`config.mk`:
```
export PLATFORM = sky130hd
export DESIGN_NAME = four_bit_serializer
export DESIGN_NICKNAME = d
export VERILOG_FILES = /design/src/rtl/four_bit_serializer_pkg.sv /design/src/rtl/four_bit_serializer_mux.sv /design/src/rtl/four_bit_serializer.sv
export SDC_FILE = /design/constraint.sdc
export NUM_CORES = 1
export LEC_CHECK = 0
export ABC_AREA = 1
export BUFFER_PORTS_ARGS = -buffer_cell sky130_fd_sc_hd__buf_2
export CAP_MARGIN = 20
export CORE_ASPECT_RATIO = 1.2
export CORE_MARGIN = 1.5
export CORE_UTILIZATION = 53
export CTS_CLUSTER_DIAMETER = 40
export DETAILED_ROUTE_END_ITERATION = 8
export HOLD_SLACK_MARGIN = 0.03
export PLACE_DENSITY = 0.77
export SETUP_SLACK_MARGIN = 0.02
export SYNTH_ARGS = -nofsm -noshare
export SYNTH_HDL_FRONTEND = slang
export SYNTH_SLANG_ARGS = --single-unit
```
`constraint.sdc`:
```
create_clock -name clk -period 1.5 [get_ports clk]
set_input_delay 0.3 -clock clk [delete_from_list [all_inputs] [get_ports clk]]
set_output_delay 0.3 -clock clk [all_outputs]
set_load 0.01 [all_outputs]
```
`src/rtl/four_bit_serializer_pkg.sv`:
```
// Shared types and widths for the four_bit_serializer slice (package ser_pkg).
package ser_pkg;

  localparam int WORD_W = 4;
  localparam int SEL_W  = 2;
  localparam int GAP_W  = 4;

  localparam logic [SEL_W-1:0] LAST_SEL = SEL_W'(WORD_W - 1);

  typedef enum logic [1:0] {
    IDLE   = 2'd0,
    SHIFT  = 2'd1,
    PARITY = 2'd2,
    GAP    = 2'd3
  } ser_state_e;

endpackage

```
`src/rtl/four_bit_serializer_mux.sv`:
```
// 4-to-1 bit select used to pick the serial data bit out of the held word.
module four_to_one_mux
  import ser_pkg::*;
(
  input  logic [WORD_W-1:0] i,
  input  logic [SEL_W-1:0]  s,
  output logic              y
);

  always_comb begin
    y = i[s];
  end

endmodule

```
`src/rtl/four_bit_serializer.sv`:
```
// Parallel-to-serial front end: 4-bit word in, LSB-first beats out with select index.
// Optional even-parity fifth beat when SER_PARITY_EN is defined.
module four_bit_serializer
  import ser_pkg::*;
#(
  parameter int GAP_CYCLES = 0
) (
  input  logic              clk,
  input  logic              rst,
  input  logic              in_valid,
  output logic              in_ready,
  input  logic [WORD_W-1:0] in_data,
  output logic              out_valid,
  input  logic              out_ready,
  output logic              out_bit,
  output logic [SEL_W-1:0]  out_sel,
  output logic              out_last,
  output logic              busy
);

  // Handshakes: a transfer happens on the rising edge where valid & ready are
  // both high; valid never depends on ready, and the beat holds until taken.

  localparam logic [GAP_W-1:0] GAP_LOAD =
    (GAP_CYCLES > 0) ? GAP_W'(GAP_CYCLES - 1) : '0;
  localparam ser_state_e AFTER_WORD = (GAP_CYCLES > 0) ? GAP : IDLE;

  ser_state_e        state_q, state_d;
  logic [SEL_W-1:0]  sel_q, sel_d;
  logic [GAP_W-1:0]  gap_q, gap_d;
  logic [WORD_W-1:0] word_q, word_d;
  logic              mux_y;

  logic              beat_valid;
  logic              beat_bit;
  logic [SEL_W-1:0]  beat_sel;
  logic              beat_last;

  always_comb begin
    state_d = state_q;
    sel_d   = sel_q;
    gap_d   = gap_q;
    word_d  = word_q;
    case (state_q)
      IDLE: begin
        if (in_valid) begin
          word_d  = in_data;
          sel_d   = '0;
          state_d = SHIFT;
        end
      end
      SHIFT: begin
        if (out_ready) begin
          if (sel_q == LAST_SEL) begin
            sel_d = '0;
`ifdef SER_PARITY_EN
            state_d = PARITY;
`else
            state_d = AFTER_WORD;
            gap_d   = GAP_LOAD;
`endif
          end else begin
            sel_d = sel_q + 1'b1;
          end
        end
      end
      PARITY: begin
`ifdef SER_PARITY_EN
        if (out_ready) begin
          state_d = AFTER_WORD;
          gap_d   = GAP_LOAD;
        end
`else
        state_d = IDLE;
`endif
      end
      GAP: begin
        if (gap_q == '0) state_d = IDLE;
        else             gap_d   = gap_q - 1'b1;
      end
      default: state_d = IDLE;
    endcase
  end

  // Fed from next-state values so the registered bit lines up with out_sel.
  four_to_one_mux u_mux (
    .i (word_d),
    .s (sel_d),
    .y (mux_y)
  );

  always_comb begin
    beat_valid = 1'b0;
    beat_bit   = 1'b0;
    beat_sel   = '0;
    beat_last  = 1'b0;
    if (state_d == SHIFT) begin
      beat_valid = 1'b1;
      beat_bit   = mux_y;
      beat_sel   = sel_d;
`ifndef SER_PARITY_EN
      beat_last  = (sel_d == LAST_SEL);
`endif
    end
`ifdef SER_PARITY_EN
    else if (state_d == PARITY) begin
      beat_valid = 1'b1;
      beat_bit   = ^word_d;
      beat_sel   = LAST_SEL;
      beat_last  = 1'b1;
    end
`endif
  end

  always_ff @(posedge clk or posedge rst) begin
    if (rst) begin
      state_q   <= IDLE;
      sel_q     <= '0;
      gap_q     <= '0;
      word_q    <= '0;
      out_valid <= 1'b0;
      out_bit   <= 1'b0;
      out_sel   <= '0;
      out_last  <= 1'b0;
      busy      <= 1'b0;
    end else begin
      state_q   <= state_d;
      sel_q     <= sel_d;
      gap_q     <= gap_d;
      word_q    <= word_d;
      out_valid <= beat_valid;
      out_bit   <= beat_bit;
      out_sel   <= beat_sel;
      out_last  <= beat_last;
      busy      <= (state_d != IDLE);
    end
  end

  // Held low while rst is asserted, rises as soon as it releases.
  assign in_ready = ~busy & ~rst;

endmodule
```
== Word level (Yosys, flattened, before mapping) ==
Cells that the tools add are included.

* Shift operators: 0
* Bitwise logic cells: 3
* Div/mod/pow operators: 0
* Multipliers: 0
* Add/sub/neg operators: 2
* Multiplexer cells: 21
* Reduce and logical (&&, ||, !) cells: 5
* $lt $le $gt $ge: 1
* Equality and inequality tests: 9

{| class="wikitable"
|+ Operator list
! cell !! count
|-
| $mux W4 || 5
|-
| $mux W2 || 8
|-
| $eq A2 B2 Y1 const B || 4
|-
| $pmux W2 S4 || 1
|-
| $pmux W4 S2 || 1
|-
| $ne A2 B2 Y1 const B || 3
|-
| $eq A2 B1 Y1 const B || 2
|-
| $logic_not A4 Y1 || 1
|-
| $mux W1 || 4
|-
| $pmux W2 S2 || 1
|-
| $reduce_and A4 Y1 || 1
|-
| $reduce_bool A2 Y1 || 2
|-
| $sub A4 B1 Y4 const B || 1
|-
| $lt A2 B3 Y1 const B || 1
|-
| $add A2 B1 Y2 const B || 1
|-
| $bmux W1 S2 || 1
|-
| $logic_not A2 Y1 || 1
|-
| $not A1 Y1 || 2
|-
| $and A1 B1 Y1 || 1
|}

* Register bits after elaboration: 18
* ROM bits: 0
* Memories: 0
* Input port bits: 8
* RAM bits: 0
* Bits in latches: 0
* Word-level logic and storage cells: 50
* Output and inout port bits: 7

== Logic depth before layout (Yosys ltp) ==
Gate-level depths: netlist of the first run.

* Depth after elaboration: 7
* Mapped depth: 9
* Depth with buffers taken out: 9

== Hierarchy ==
A second synthesis of the first run with hierarchy kept.

* Cells, all modules: 106
* Area total of the unflattened synthesis: 845.8 µm²

{| class="wikitable"
|+ Modules (own cells, without submodules)
! module !! area each (µm²) !! cells each !! sequential area each (µm²) !! instances
|-
| four_bit_serializer || 794.5 || 93 || 450.4 || 1
|-
| four_to_one_mux || 51.3 || 13 || 0.0 || 1
|}

== Worst setup path after synthesis of the first run ==
No wires, ideal clock.

* Kind: register to register
* Start point: register state_q[0]
* End point: register out_bit
* Path buffers: 0
* Library setup time: 117 ps
* Path slack: 301 ps
* Required time: 1383 ps
* Arrival: 1082 ps
* Stages on the path, launching flop included: 7
* Period minus slack after synthesis: 1199 ps
* Cell sequence: dfrtp_1 -> nor2_4 -> nand2_4 -> o21ai_0 -> nor2_1 -> nor2_1 -> nor2_1

* Longest elaborated chain between the ends: 5
* Elaborated cells between the ends (all ways): 15
* Those cells by class: eq/ne (4); mux (10); reduce/logical (1)

{| class="wikitable"
|+ RTL lines
! what !! line !! source
|-
| start: declaration || four_bit_serializer.sv:28 || <nowiki>ser_state_e state_q, state_d;</nowiki>
|-
| start signal: assignment || four_bit_serializer.sv:127 || <nowiki>state_q <= state_d;</nowiki>
|-
| $eq A2 B1 Y1 (tied with other cells) || four_bit_serializer.sv:44 || <nowiki>case (state_q)</nowiki>
|-
| $pmux W2 S2 (tied with other cells) || four_bit_serializer.sv:44 ||
|-
| $bmux W1 S2 / $pmux W2 S4 (equally long branches) || four_bit_serializer_mux.sv:11, four_bit_serializer.sv:44 ||
|-
| $mux W1 (implied by the code) / $eq A2 B1 Y1 (equally long branches) || four_bit_serializer_mux.sv:11, four_bit_serializer.sv:97 ||
|-
| $mux W1 * || four_bit_serializer.sv:97 || <nowiki>if (state_d == SHIFT) begin</nowiki>
|-
| named net beat_bit || four_bit_serializer.sv:35 || <nowiki>logic beat_bit;</nowiki>
|-
| end signal: assignment || four_bit_serializer.sv:132 || <nowiki>out_bit <= beat_bit;</nowiki>
|-
| end: declaration || four_bit_serializer.sv:15 || <nowiki>output logic out_bit,</nowiki>
|}

The timed path passes the listed nets; every way through them passes the cells marked *. The select of a mux whose other input is x is not followed.
A chain may end at the register's enable or synchronous reset.

== Worst setup path in the final report of the first run ==
* Start point: input rst
* End point: output in_ready

* Longest elaborated chain between the ends: 2

{| class="wikitable"
|+ RTL lines
! what !! line !! source
|-
| start: declaration || four_bit_serializer.sv:9 || <nowiki>input logic rst,</nowiki>
|-
| $not A1 Y1 || four_bit_serializer.sv:140 || <nowiki>assign in_ready = ~busy & ~rst;</nowiki>
|-
| $and A1 B1 Y1 || four_bit_serializer.sv:140 ||
|-
| end: declaration || four_bit_serializer.sv:11 || <nowiki>output logic in_ready,</nowiki>
|}

No other way between the ends.

==> results of run 1 <==
worst max-delay path, cell delays in order:
cell and delay (ns):
dlygate4sd3_1 0.56, nor2_1 0.08, buf_2 0.13
worst max path at each step:
stage                     startpoint  endpoint
after floorplan           state_q[0]   out_bit
after global placement    state_q[0]   out_bit
after detailed placement  state_q[0]   out_bit
after CTS                        rst  in_ready
after global routing        gap_q[0]  gap_q[2]
final                            rst  in_ready
power by group:
part,switching (mW),total [mW],internal (mW)
Sequential,0.100,0.773,0.673
Clock,0.132,0.225,0.0931
Combinational,0.482,0.770,0.288
Total,0.715,1.77,1.05
per-stage QoR:
| stage | util (%) | setup slack [ns] | std cells |
|---|---|---|---|
| 2_1_floorplan | - | 0.3011 | 101 |
| 3_3_place_gp | 65.06 | 0.1895 | 133 |
| 3_5_place_dp | 65.06 | 0.2034 | 133 |
| 4_1_cts | 67.26 | 0.04429 | 137 |
| 5_1_grt | 66.92 | 0.08246 | 136 |
| 6_report | 66.92 | 0.1328 | 136 |
cells by family after synthesis:
kind of cell | after synthesis
buf+inv | 17
fa+ha+maj | 2
xor+xnor | 2
flops | 18
simple gates | 59
compound gates | 3
area by class of cell:
type	instances	area, um2	share of cell area, %
clock buffers	3	22.52	2.270
inverters	17	63.81	6.431
multi-input cells	66	351.6	35.44
flip-flops and latches	18	450.4	45.40
well taps	17	21.27	2.144
repair buffers	15	82.58	8.323
routing by layer:
metal	routed length (um)	track usage (%)	part of all wire (%)	vias up
li1	-	-	-	349
met1	643	21.58	45	299
met2	735	31.61	52	9
met4	0	8.276	0	0
met5	0	0	0	-
met3	37	5.687	2.6	0
sequential cells by signal, summed over array words and instances, names as in the netlist:
register and count:
gap_q 4, word_q 4, out_sel 2, sel_q 2, state_q 2, busy 1
out_bit 1, out_last 1, out_valid 1
Yosys cell counts:
cell type and number:
ha_1 2, xor2_1 2, inv_2 3, dfrtp_1 18, nor2_1 12, clkinv_1 1, nor2_4 1, nor3_1 2
inv_1 13, nand4_1 1, nand2_4 3, nand2_2 4, nand2_1 26, o21ai_0 3, nand3_1 7, nand3_2 3
repair_timing:
item	in CTS	in global routing
setup buffers	0	0
hold endpoints to repair	9	0
endpoints found under the setup margin	0	2
hold buffers	1	0
gates resized for setup	0	1
==> results.json, run 1 <==
{
  "power_density_nw_per_um2": 1783,
  "cts_buffers": 3,
  "synth_compound_area_share_pct": 1.734,
  "clock-sinks": 18,
  "finClkSkew_ns": 0.0008241,
  "fp-row-count": 15,
  "final_common_cell": "nand2_1",
  "fin_area_um2": 992.2,
  "fmax_ghz": 0.7314,
  "yosys.area_share.simple_pct": 33.96,
  "ctsRootBufferMaster": "clkbuf_4",
  "track_usage_pct": 18.79,
  "vias": 657,
  "synth_xor_area_share_pct": 2.023,
  "wl_um": 1416,
  "clk_path_buf_depth": 2,
  "yosysWarningCount": 0,
  "hold_slack_ns": 0.2473,
  "clk_latency_ns": 0.28,
  "ys_seq_area_share_pct": 52.02,
  "maxCapViolations": 0,
  "worst_pin_slew_ns": 0.3558,
  "h-tree-depth": 1,
  "status": "finished clean",
  "path_clk_slew_ns": 0.09,
  "start_util_pct": 58.40,
  "crit_path_end_kind": "output pin",
  "placed_area_um2": 964.7,
  "die_y_um": 47.28,
  "syn_inst": 101,
  "final_hold_viol_count": 0,
  "reg2reg_depth": 8,
  "regToRegSetupSlack_ns": 0.20,
  "cts_tree": "done",
  "area_growth_pct": 14.60,
  "synth.net_count": 111,
  "wl_per_cell_um": 10.41,
  "drcViolationCount": 0,
  "crit_fanout": 2,
  "synth_top_family_by_area": "simple AND/OR/NAND/NOR gates",
  "syn_avg_cell_area_um2": 8.573,
  "dieArea_um2": 1886,
  "finalSetupTns_ns": 0,
  "startpoint_type": "input port",
  "worstPathArrival_ns": 1.07,
  "grt_pass1_vias": 606,
  "worstPathRequired_ns": 1.20,
  "antenna_found_initial": 0,
  "peakVddDrop_uv": 908.6,
  "fillers": 130,
  "path_class": "in2out",
  "slew_headroom_pct": 76.26,
  "netlist_top_cells_area": "dfrtp_1, nand2_1, inv_1",
  "yosysTopAreaCell": "dfrtp_1",
  "portBuffers": 14,
  "vias_per_cell": 4.831,
  "finalCriticalPeriod_ns": 1.367,
  "rsz0062_at_grt": "false",
  "reg2reg_from": "gap_q[0]",
  "gp_congestion": 0.8652,
  "die_x_um": 39.90,
  "min_from": "in_data[2]",
  "final_cell_mix": "nand2_1, dfrtp_1, inv_1, buf_2, nor2_1",
  "drive_gt1_share_pct": 26.05,
  "holdPathStages": 3,
  "ios": 15,
  "grt_pass1_wl_um": 2325,
  "drt_iter0_drc": 6,
  "fin_nets": 131,
  "synth-seq-cells": 18,
  "synthAdderAreaFrac_pct": 2.890,
  "min_path_type": "in2reg",
  "holdPathEnd": "word_q[2]",
  "r2r_end": "gap_q[2]",
  "synth_area_um2": 865.8,
  "drv_slew": 0,
  "postRouteAntennaNets": 0,
  "yosysTopAreaCellShare_pct": 52.02,
  "coreArea_um2": 1483,
  "dr.pass1.iters": 6,
  "grt_start_max_net_pins": 11,
  "setup_viol": 0,
  "p_leak_nw": 0.5728,
  "diodes": 0,
  "synth.distinct_cells": 16,
  "dp_hpwl_um": 1179,
  "total_power_mw": 1.769,
  "synthMuxAreaShare_pct": 0,
  "period_share_pct": 91.15,
  "overflow": 0
}
Note: power is estimated with default switching activity, not from simulation.
==> run 2: changes to the inputs <==
Settings changed: CELL_PAD_IN_SITES_DETAIL_PLACEMENT from default to 1, CELL_PAD_IN_SITES_GLOBAL_PLACEMENT from default to 2, CORE_UTILIZATION 53 to 31, PLACE_DENSITY 0.77 to 0.76.
==> results.json, run 2 (synthesis results as in run 1) <==
{
  "overflow": 0,
  "die_y_um": 60.90,
  "rsz0062_at_grt": "false",
  "fillers": 325,
  "fp-row-count": 20,
  "wl_per_cell_um": 11.33,
  "postRouteAntennaNets": 0,
  "drt_iter0_drc": 1,
  "ios": 15,
  "min_path_type": "in2reg",
  "final_hold_viol_count": 0,
  "startpoint_type": "input port",
  "worst_pin_slew_ns": 0.2425,
  "switchingPower_mw": 0.7479,
  "cts_tree": "done",
  "peakVddDrop_uv": 746.9,
  "clk_latency_ns": 0.30,
  "p_sw_share_pct": 40.26,
  "power_frac_seq_pct": 41.8,
  "critPathMaxStageDelay_ns": 0.57,
  "path_cells": "dlygate4sd3_1, nor2_2, buf_2",
  "hold_slack_ns": 0.2341,
  "finClkSkew_ns": 0.007999,
  "diodes": 0,
  "maxCapViolations": 0,
  "drive_gt1_share_pct": 27.50,
  "power_density_nw_per_um2": 1806,
  "antenna_found_initial": 0,
  "slew_headroom_pct": 83.83,
  "worstPathRequired_ns": 1.20,
  "finalCriticalPeriod_ns": 1.377,
  "vias": 689,
  "dr.pass1.iters": 4,
  "start_util_pct": 33.27,
  "dieArea_um2": 3121,
  "status": "finished clean",
  "coreArea_um2": 2603,
  "final_util_pct": 39.52,
  "combPwrFrac_pct": 41.7,
  "drcViolationCount": 0,
  "final_common_cell": "nand2_1",
  "fin_area_um2": 1028,
  "layout.cells.non_filler": 153,
  "track_usage_pct": 12.62,
  "p_int_mw": 1.110,
  "path_clk_slew_ns": 0.10,
  "clk_path_buf_depth": 2,
  "finalSetupTns_ns": 0,
  "gp_congestion": 0.7151,
  "top_regs": "gap_q (4), word_q (4)",
  "fin_nets": 131,
  "placedCellCount": 149,
  "grt_pass1_vias": 659,
  "crit_path_end_kind": "output pin",
  "period_share_pct": 91.79,
  "pre_cts_ws_ns": 0.1569,
  "cts_buffers": 3,
  "vias_per_cell": 4.503,
  "grt_pass1_wl_um": 2760,
  "total_power_mw": 1.858,
  "worstPathArrival_ns": 1.08,
  "grt_start_max_net_pins": 19,
  "portBuffers": 14,
  "wl_um": 1734,
  "dp_hpwl_um": 1320,
  "die_x_um": 51.25,
  "drv_slew": 0,
  "final_cell_mix": "nand2_1, dfrtp_1, inv_1, buf_2, nor2_1",
  "clock-sinks": 18,
  "path_class": "in2out",
  "p_leak_nw": 0.5798,
  "layout_setup_ws_ns": 0.1231,
  "placed_area_um2": 984.7,
  "crit_fanout": 2,
  "postCtsSetupBuffers": 0,
  "h-tree-depth": 1,
  "clkPwrFrac_pct": 16.5,
  "fmax_ghz": 0.7263,
  "setup_viol": 0,
  "ctsRootBufferMaster": "clkbuf_4",
  "area_growth_pct": 18.79,
  "worst_path_max_delay_cell": "dlygate4sd3_1"
}
## run 2: cell count changes in the layout (fill, tap and decap cells not counted)
cell      change
clkbuf_8      +1
nor2_1        -1
nor2_2        +1
## run 2: path summary, 6_finish.rpt
path	startpoint	endpoint	slack [ns]	cells after the start
max in group asynchronous	rst	word_q[2]	0.80	3
min in group asynchronous	rst	out_last	0.49	3
worst min register to register	word_q[1]	word_q[1]	0.48	2
worst min-delay path	in_data[2]	word_q[2]	0.23	3
worst max-delay path	rst	in_ready	0.12	3
worst max register to register	gap_q[0]	gap_q[2]	0.21	8
## run 2: power groups by stage
| stage | combinational (mW) | sequential [mW] | clock [mW] |
|---|---|---|---|
| 2_1_floorplan | 0.537 | 0.808 | 0 |
| 3_3_place_gp | 0.788 | 0.783 | 0 |
| 3_5_place_dp | 0.794 | 0.786 | 0 |
| 4_1_cts | 0.801 | 0.775 | 0.326 |
| 5_1_grt | 0.898 | 0.797 | 0.339 |
| 6_report | 0.775 | 0.776 | 0.307 |
## run 2: final cells by class
cell class | count | area, um2 | area share, %
clock buffer | 4 | 36.28 | 3.528
inverter | 17 | 63.81 | 6.204
multi-input combinational | 66 | 354.1 | 34.43
sequential | 18 | 450.4 | 43.80
tap | 33 | 41.29 | 4.015
timing repair buffer | 15 | 82.58 | 8.029
## run 2: worst max-delay path, delay by kind of cell
family,cells,cell delay (ns)
buf+inv,2,0.70
simple gates,1,0.08
## run 2: per-layer routing
metal	share of wire [%]	global-route usage, %
met1	42	13.16
met2	51	22.45
met3	3.3	2.956
met4	2.7	9.023
met5	0	0
## run 2: repair_timing
action,CTS,global route
hold endpoints to repair,18,0
hold buffers,1,0
gates resized for setup,0,2
endpoints found under the setup margin,0,2
==> run 3: changes to the inputs <==
Settings changed: CAP_MARGIN 20 to 25.
Clock period 1.5 ns to 1.4 ns, I/O delays scaled along.
==> results.json, run 3 (synthesis results as in run 1) <==
{
  "status": "finished clean",
  "drt_iter0_drc": 7,
  "top_regs": "gap_q (4), word_q (4)",
  "finalSetupTns_ns": 0,
  "period_share_pct": 92.30,
  "path_class": "reg2reg",
  "cts_buffers": 3,
  "crit_path_end_kind": "flop",
  "slew_headroom_pct": 83.55,
  "dp_hpwl_um": 1365,
  "critPathMaxStageDelay_ns": 0.39,
  "track_usage_pct": 12.81,
  "worst_path_max_delay_cell": "dfrtp_1",
  "drcViolationCount": 0,
  "cts_tree": "done",
  "portBuffers": 14,
  "postCtsSetupBuffers": 0,
  "grt_pass1_vias": 655,
  "finalCriticalPeriod_ns": 1.292,
  "clk_latency_ns": 0.30,
  "peakVddDrop_uv": 720.9,
  "pre_cts_ws_ns": 0.05485,
  "ios": 15,
  "diodes": 0,
  "grt_start_max_net_pins": 19,
  "p_leak_nw": 0.5851,
  "final_cell_mix": "nand2_1, dfrtp_1, buf_2",
  "start_util_pct": 33.27,
  "fin_nets": 132,
  "cpLargestDelayFamily": "flip-flops",
  "multi_input_area_um2": 391.6,
  "finClkSkew_ns": 0.007531,
  "overflow": 0,
  "worstPathRequired_ns": 1.59,
  "grt_pass1_wl_um": 2863,
  "vias_per_cell": 4.468,
  "path_clk_slew_ns": 0.11,
  "power_density_nw_per_um2": 1941,
  "path_cells": "inv_1, ha_4, nand2_1, nand2_4, nand2_4, nand2_2, xor2_1, nor2_1",
  "placed_area_um2": 984.7,
  "path_buf_inv": 1,
  "crit_fanout": 6,
  "dieArea_um2": 3121,
  "fp-row-count": 20,
  "area_growth_pct": 24.13,
  "gp_congestion": 0.7152,
  "postRouteAntennaNets": 0,
  "h-tree-depth": 1,
  "wl_um": 1874,
  "total_power_mw": 2.086,
  "maxCapViolations": 0,
  "antenna_found_initial": 0,
  "ctsRootBufferMaster": "clkbuf_4",
  "dr.pass1.iters": 3,
  "worstPathArrival_ns": 1.49,
  "die_y_um": 60.90,
  "regArea_um2": 454.2,
  "clock-sinks": 18,
  "layout_setup_ws_ns": 0.1079,
  "startpoint_type": "flop",
  "coreArea_um2": 2603,
  "fin_area_um2": 1075,
  "cp_common_cell": "nand2_4",
  "vias": 688,
  "die_x_um": 51.25,
  "worst_pin_slew_ns": 0.2449,
  "drv_slew": 0,
  "min_path_type": "in2reg",
  "drive_gt1_share_pct": 33.88,
  "final_hold_viol_count": 0,
  "wl_per_cell_um": 12.17,
  "fmax_ghz": 0.7739,
  "rsz0062_at_grt": "false",
  "final_common_cell": "nand2_1",
  "clk_path_buf_depth": 2,
  "fillers": 329,
  "setup_viol": 0
}
==> run 3: changes by cell type in the layout (fill, tap and decap cells not counted) <==
cell     change
dfrtp_1      -3
dfrtp_2      +3
ha_1         -2
ha_4         +2
buf_2        +1
inv_1        -1
inv_2        +1
nand2_1      -1
nand2_2      +1
nand3_1      -1
nand3_4      +1
nor2_1       +1
nor2_2       -1
==> run 3: layout make-up <==
cell class,count,area share (%)
Sequential cell,18,42.26
Multi-Input combinational cell,66,36.44
Timing Repair Buffer,16,8.149
Inverter,17,5.937
Tap cell,33,3.842
Clock buffer,4,3.376
==> run 3: layer usage <==
layer / part of all wire [%] / global-route usage, % / routed length [um]
met4: 2.0 / 7.895 / 38
met2: 52 / 23.01 / 983
met1: 43 / 14.15 / 801
met3: 2.7 / 2.217 / 50
met5: 0 / 0 / 0
==> run 3: worst paths after layout <==
path / startpoint / endpoint / slack [ns] / cells past startpoint
worst max-delay path: gap_q[0] / gap_q[2] / 0.11 / 8
worst min-delay path: in_data[2] / word_q[2] / 0.22 / 3
worst max register to register: gap_q[0] / gap_q[2] / 0.11 / 8
worst min register to register: word_q[1] / word_q[1] / 0.48 / 2
max in group asynchronous: rst / state_q[1] / 0.65 / 4
min in group asynchronous: rst / word_q[1] / 0.54 / 4
==> run 3: metrics by stage <==
stage / hold slack (ns) / instances / util (%)
after floorplan: 0.2186 / 101 / -
after global placement: 0.3188 / 149 / 37.84
after detailed placement: 0.3312 / 149 / 37.84
after CTS: 0.2115 / 154 / 39.62
after global routing: 0.2293 / 154 / 41.30
final: 0.2201 / 154 / 41.30
==> run 3: worst min-delay path, cell delays in order <==
cell     delay, ns
buf_2         0.08
o21ai_1       0.08
inv_1         0.05
==> run 3: repair_timing <==
item | 4_1_cts | 5_1_grt
pin swaps | 0 | 8
hold endpoints to repair | 18 | 0
resized for setup | 1 | 10
setup endpoints to repair | 1 | 4
gates cloned | 0 | 0
hold buffers | 1 | 0
==> run 3: where the power goes <==
| group | internal [mW] | total (mW) | switching, mW |
|---|---|---|---|
| logic | 0.349 | 0.908 | 0.559 |
| clock network | 0.159 | 0.327 | 0.168 |
| registers | 0.726 | 0.850 | 0.124 |
